$ cat src/rtl/multicycle_control_fsm.sv
// Main control FSM for the multicycle MIPS datapath: sequences fetch/decode/execute/memory/writeback
// and drives mux selects, write strobes and ALUOp. Define CTRL_ADDI_EN to add the ADDI instruction.
module multicycle_control_fsm #(
  parameter logic [5:0] OP_RTYPE = 6'b000000,
  parameter logic [5:0] OP_LW    = 6'b100011,
  parameter logic [5:0] OP_SW    = 6'b101011,
  parameter logic [5:0] OP_BEQ   = 6'b000100,
  parameter logic [5:0] OP_J     = 6'b000010,
  parameter logic [5:0] OP_ADDI  = 6'b001000
) (
  input  logic       clk,
  input  logic       reset,
  input  logic [5:0] Opcode,
  input  logic       Zero,
  input  logic       MemReady,
  output logic       IorD,
  output logic       MemWrite,
  output logic       IRWrite,
  output logic       RegDst,
  output logic       MemtoReg,
  output logic       RegWrite,
  output logic       ALUSrcA,
  output logic [1:0] ALUSrcB,
  output logic [1:0] ALUOp,
  output logic [1:0] PCSrc,
  output logic       PCEn,
  output logic       IllegalOp,
  output logic       InstrDone
);

  typedef enum logic [3:0] {
    S_FETCH    = 4'd0,
    S_DECODE   = 4'd1,
    S_MEMADR   = 4'd2,
    S_MEMREAD  = 4'd3,
    S_MEMWB    = 4'd4,
    S_MEMWRITE = 4'd5,
    S_EXECUTE  = 4'd6,
    S_ALUWB    = 4'd7,
    S_BRANCH   = 4'd8,
    S_JUMP     = 4'd9
`ifdef CTRL_ADDI_EN
    ,
    S_ADDIEX   = 4'd10,
    S_ADDIWB   = 4'd11
`endif
  } state_t;

  state_t state_q;
  state_t state_d;

  // Ungated strobe decodes; the reset gate is applied at the output boundary.
  logic pcwrite_c;
  logic branch_c;
  logic irwrite_c;
  logic regwrite_c;
  logic memwrite_c;
  logic illegal_c;
  logic done_c;

  always_ff @(posedge clk or posedge reset) begin
    if (reset) state_q <= S_FETCH;
    else       state_q <= state_d;
  end

  always_comb begin
    state_d    = S_FETCH;
    IorD       = 1'b0;
    RegDst     = 1'b0;
    MemtoReg   = 1'b0;
    ALUSrcA    = 1'b0;
    ALUSrcB    = 2'b00;
    ALUOp      = 2'b00;
    PCSrc      = 2'b00;
    pcwrite_c  = 1'b0;
    branch_c   = 1'b0;
    irwrite_c  = 1'b0;
    regwrite_c = 1'b0;
    memwrite_c = 1'b0;
    illegal_c  = 1'b0;
    done_c     = 1'b0;

    case (state_q)
      S_FETCH: begin
        ALUSrcB   = 2'b01;
        irwrite_c = MemReady;
        pcwrite_c = MemReady;
        state_d   = MemReady ? S_DECODE : S_FETCH;
      end
      S_DECODE: begin
        // Branch target is computed speculatively here and parked in ALUOut.
        ALUSrcB = 2'b11;
        if (Opcode == OP_LW || Opcode == OP_SW) state_d = S_MEMADR;
        else if (Opcode == OP_RTYPE)            state_d = S_EXECUTE;
        else if (Opcode == OP_BEQ)              state_d = S_BRANCH;
        else if (Opcode == OP_J)                state_d = S_JUMP;
`ifdef CTRL_ADDI_EN
        else if (Opcode == OP_ADDI)             state_d = S_ADDIEX;
`endif
        else begin
          illegal_c = 1'b1;
          state_d   = S_FETCH;
        end
      end
      S_MEMADR: begin
        ALUSrcA = 1'b1;
        ALUSrcB = 2'b10;
        state_d = (Opcode == OP_LW) ? S_MEMREAD : S_MEMWRITE;
      end
      S_MEMREAD: begin
        IorD    = 1'b1;
        state_d = MemReady ? S_MEMWB : S_MEMREAD;
      end
      S_MEMWB: begin
        MemtoReg   = 1'b1;
        regwrite_c = 1'b1;
        done_c     = 1'b1;
        state_d    = S_FETCH;
      end
      S_MEMWRITE: begin
        // The write strobe stays up through every stall cycle until memory accepts it.
        IorD       = 1'b1;
        memwrite_c = 1'b1;
        done_c     = MemReady;
        state_d    = MemReady ? S_FETCH : S_MEMWRITE;
      end
      S_EXECUTE: begin
        ALUSrcA = 1'b1;
        ALUOp   = 2'b10;
        state_d = S_ALUWB;
      end
      S_ALUWB: begin
        RegDst     = 1'b1;
        regwrite_c = 1'b1;
        done_c     = 1'b1;
        state_d    = S_FETCH;
      end
      S_BRANCH: begin
        ALUSrcA  = 1'b1;
        ALUOp    = 2'b01;
        PCSrc    = 2'b01;
        branch_c = 1'b1;
        done_c   = 1'b1;
        state_d  = S_FETCH;
      end
      S_JUMP: begin
        PCSrc     = 2'b10;
        pcwrite_c = 1'b1;
        done_c    = 1'b1;
        state_d   = S_FETCH;
      end
`ifdef CTRL_ADDI_EN
      S_ADDIEX: begin
        ALUSrcA = 1'b1;
        ALUSrcB = 2'b10;
        state_d = S_ADDIWB;
      end
      S_ADDIWB: begin
        regwrite_c = 1'b1;
        done_c     = 1'b1;
        state_d    = S_FETCH;
      end
`endif
      default: state_d = S_FETCH;
    endcase
  end

  // FETCH decodes its strobes from MemReady, so reset must mask them combinationally.
  assign IRWrite   = irwrite_c  & ~reset;
  assign PCEn      = (pcwrite_c | (branch_c & Zero)) & ~reset;
  assign RegWrite  = regwrite_c & ~reset;
  assign MemWrite  = memwrite_c & ~reset;
  assign IllegalOp = illegal_c  & ~reset;
  assign InstrDone = done_c     & ~reset;

endmodule

$ cat config.mk
export PLATFORM = sky130hd
export DESIGN_NAME = multicycle_control_fsm
export DESIGN_NICKNAME = d
export VERILOG_FILES = /design/src/rtl/multicycle_control_fsm.sv
export SDC_FILE = /design/constraint.sdc
export NUM_CORES = 1
export LEC_CHECK = 0
export BUFFER_PORTS_ARGS = -buffer_cell sky130_fd_sc_hd__clkbuf_2
export CAP_MARGIN = 20
export CORE_AREA = 2 2 39 41
export DETAILED_ROUTE_END_ITERATION = 8
export DIE_AREA = 0 0 41 43
export PLACE_DENSITY = 0.66
export SLEW_MARGIN = 20
export SYNTH_ARGS = -nofsm -noshare
export SYNTH_HDL_FRONTEND = slang
export SYNTH_SLANG_ARGS = --single-unit
export TNS_END_PERCENT = 20
$ cat constraint.sdc
create_clock -name clk -period 1.7 [get_ports clk]
set_input_delay 0.255 -clock clk [delete_from_list [all_inputs] [get_ports clk]]
set_output_delay 0.255 -clock clk [all_outputs]
set_load 0.05 [all_outputs]
==> results.md <==
- Top Registers: state_q: 4 flops
- Starting Density: 34.0%
- DRC marker count from the first detailed-route iteration: 13
- Area leader, netlist: dfrtp_1
- Reg with most FFs: state_q
- CP Capture Type: primary output
- Routed Antenna Nets: 0
- Worst Path Required: 1.44 ns
- Crit path cell chain: or3_4, inv_2, o31a_1, and4bb_1, buf_8
- Failing checks: negative setup slack
- Max_slew headroom: 81.7%
- Internal power: 0.273 mW
- Syn Nets: 80
- Final worst-path cycle share: 108%
- Post-Syn Area: 470 um^2
- Worst Slack Setup Final: -0.136 ns
- Synth top area share: 21.3%
- Num rows: 14
- Port bufs: 25
- # fillers: 130
- Largest net degree at the start of global routing: 13
- Leakage: 0.383 nW
- Peak supply drop: 0.000389 V
- Final Hold Vio Count: 0
- Cell Pwr Density: 555 nW/um^2
- Design Power: 0.463 mW
- Clk sink count: 4
- Register Area: 101 um^2
- Inserted Clock Buffers: 3
- Die height: 43 um
- Combinational share of power: 49.9%
- Initial antenna violation count: 0
- GP Congestion: 0.713
- CTS tree: done
- # diodes: 0
- Synth cell types: 26
- Slowest stage cell on the critical path: or3_4
- Most frequent cells after synthesis: nor2_1, nand2b_1, nor3_1
- Detailed-route DRC error count: 0
- Critical path class: reg2out
- DPL Wire Length: 1090 um
- Nets: 115
- All-Layer GR Usage: 18.0%
- Number of flops mapped to enable cells by yosys: 0
- Synth top area cells: dfrtp_1, nand2b_1, nor2_1, nor3_1, a21oi_1
- Setup repair after global routing missed its margin: yes
- Min Tclk post-route: 1.84 ns
- Non-filler cells, final: 119
- CTS HTree Levels: 1
- Crit start category: register
- WL final: 1550 um
- Detailed-route via count: 639
- Clock buffer depth: 2
- TritonRoute pass-1 iters: 4
- Most used DFF post-synth: dfrtp_1
- IO Pins: 26
- Die W: 41 um
- Clock share of power: 26.7%
- WHS: 0.309 ns
- Largest stage delay, worst path: 0.40 ns
- Vias per Instance: 5.37
- WL/cell: 13.0 um
- Syn_area_per_cell: 6.72 um^2
- Most frequent cell after synthesis: nor2_1
- Core Box Area: 1380 um^2
- Later-pin clock latency in the skew report: 0.24 ns
- CP Max Fanout: 2
- CP arrival: 1.58 ns
- Sequential area share after synthesis: 21.3%
- Sw frac: 41.0%
- Worst Skew: 0.0117 ns
- Final Max Slew Viols: 0
- Max Cap Violations: 0
- Layout cells sized above 1: 49.5%
- Synthesis Warnings: 0
- Largest register FFs: 4
- Hold crit path type: in2reg
- Clock transition at the registers of the reported paths: 0.05 ns
- Final Setup Violations: 3
- Util after Layout: 60.2%
- First-pass GRT wire length: 2160 um
- CTS root buf: clkbuf_4
- Multi-input gate area: 404 um^2
- Vias in the first global route: 545
- DP Cell Count: 114
- Flop pwr share: 23.5%
- Flops & latches, synth: 4
- Cells after Synth: 70
- GRT overflow: 0
- Sw power: 0.189 mW
- Worst Tran Pin Value: 0.276 ns
- Die footprint: 1760 um^2
- Max Fclk: 0.545 GHz
- Status: finished with violations
- Area Growth Syn to Fin: 77.1%
- Share of synthesized registers carrying an async set or reset: 100%
stage by stage:
step | TNS (ns) | setup slack [ns] | cell area [um^2]
floorplan | -1.77 | -0.347 | 497
global placement | -0.103 | -0.103 | 683
detailed placement | -0.129 | -0.129 | 683
CTS | -0.260 | -0.149 | 774
global route | -0.449 | -0.192 | 833
finish | -0.268 | -0.136 | 833
final timing paths:
path	to	slack, ns	start	depth (start not counted)
max	IllegalOp	-0.14	state_q[1]	5
min	state_q[0]	0.31	Opcode[1]	2
max reg2reg	state_q[2]	0.29	state_q[1]	5
min reg2reg	state_q[0]	0.62	state_q[3]	2
max in group asynchronous	state_q[0]	0.95	reset	3
min in group asynchronous	state_q[3]	0.56	reset	3
worst max-delay path: cells and delay by family, from the launching register on:
kind,cells,cell delay (ns)
compound gates,1,0.13
buf+inv,2,0.22
flops,1,0.37
simple gates,2,0.63
logic make-up (layout without fill, tap and decap cells):
| logic type | Yosys count | count (layout) | synth area share (%) |
|---|---|---|---|
| buffers and inverters | 8 | 41 | 6.38 |
| flip-flops | 4 | 4 | 21.3 |
| AO/OA/AOI/OAI | 18 | 18 | 23.7 |
| AND/OR/NAND/NOR | 38 | 38 | 44.9 |
| XOR/XNOR | 2 | 2 | 3.72 |
repair_timing:
item / 4_1_cts / 5_1_grt
pin swaps: 0 / 2
hold buffers: 1 / 0
endpoints found under the setup margin: 9 / 14
gates resized for setup: 15 / 27
setup buffers: 0 / 1
endpoints found under the hold margin: 4 / 0
power groups by stage:
stage	clock network (mW)	logic (mW)	registers [mW]
6_report	0.123	0.231	0.109
5_1_grt	0.132	0.245	0.109
4_1_cts	0.128	0.212	0.108
3_5_place_dp	0	0.193	0.109
3_3_place_gp	0	0.190	0.109
2_1_floorplan	0	0.136	0.105
cells in the final DEF (no fill, tap or decap), drive strengths merged:
cell type,n
clkbuf,20
buf,17
nor2,9
nand2b,8
o21ai,6
nor3,6
a21oi,5
and3,4
dfrtp,4
inv,3
nand2,3
or3,2
nand3,2
o21a,2
xnor2,2
o31a,1
o22ai,1
or4,1
o311ai,1
a211o,1
nor2b,1
and4bb,1
nand3b,1
o2bb2ai,1
dlygate4sd3,1
cell type report:
type	count	share of cell area, %
Clock buffer	3	2.70
Inverter	3	1.35
Multi-Input combinational cell	58	48.5
Sequential cell	4	12.2
Tap cell	16	2.40
Timing Repair Buffer	35	32.9
layer usage:
metal  part of all wire (%)  wire [um]  vias up  track usage (%)
li1                       -          -      316                -
met1                     38        596      291             19.3
met2                     55        852       30             30.6
met3                    5.0         78        2             1.57
met4                    1.4         22        0             12.0
met5                      0          0        -                0
(Power assumes the default switching activity.)
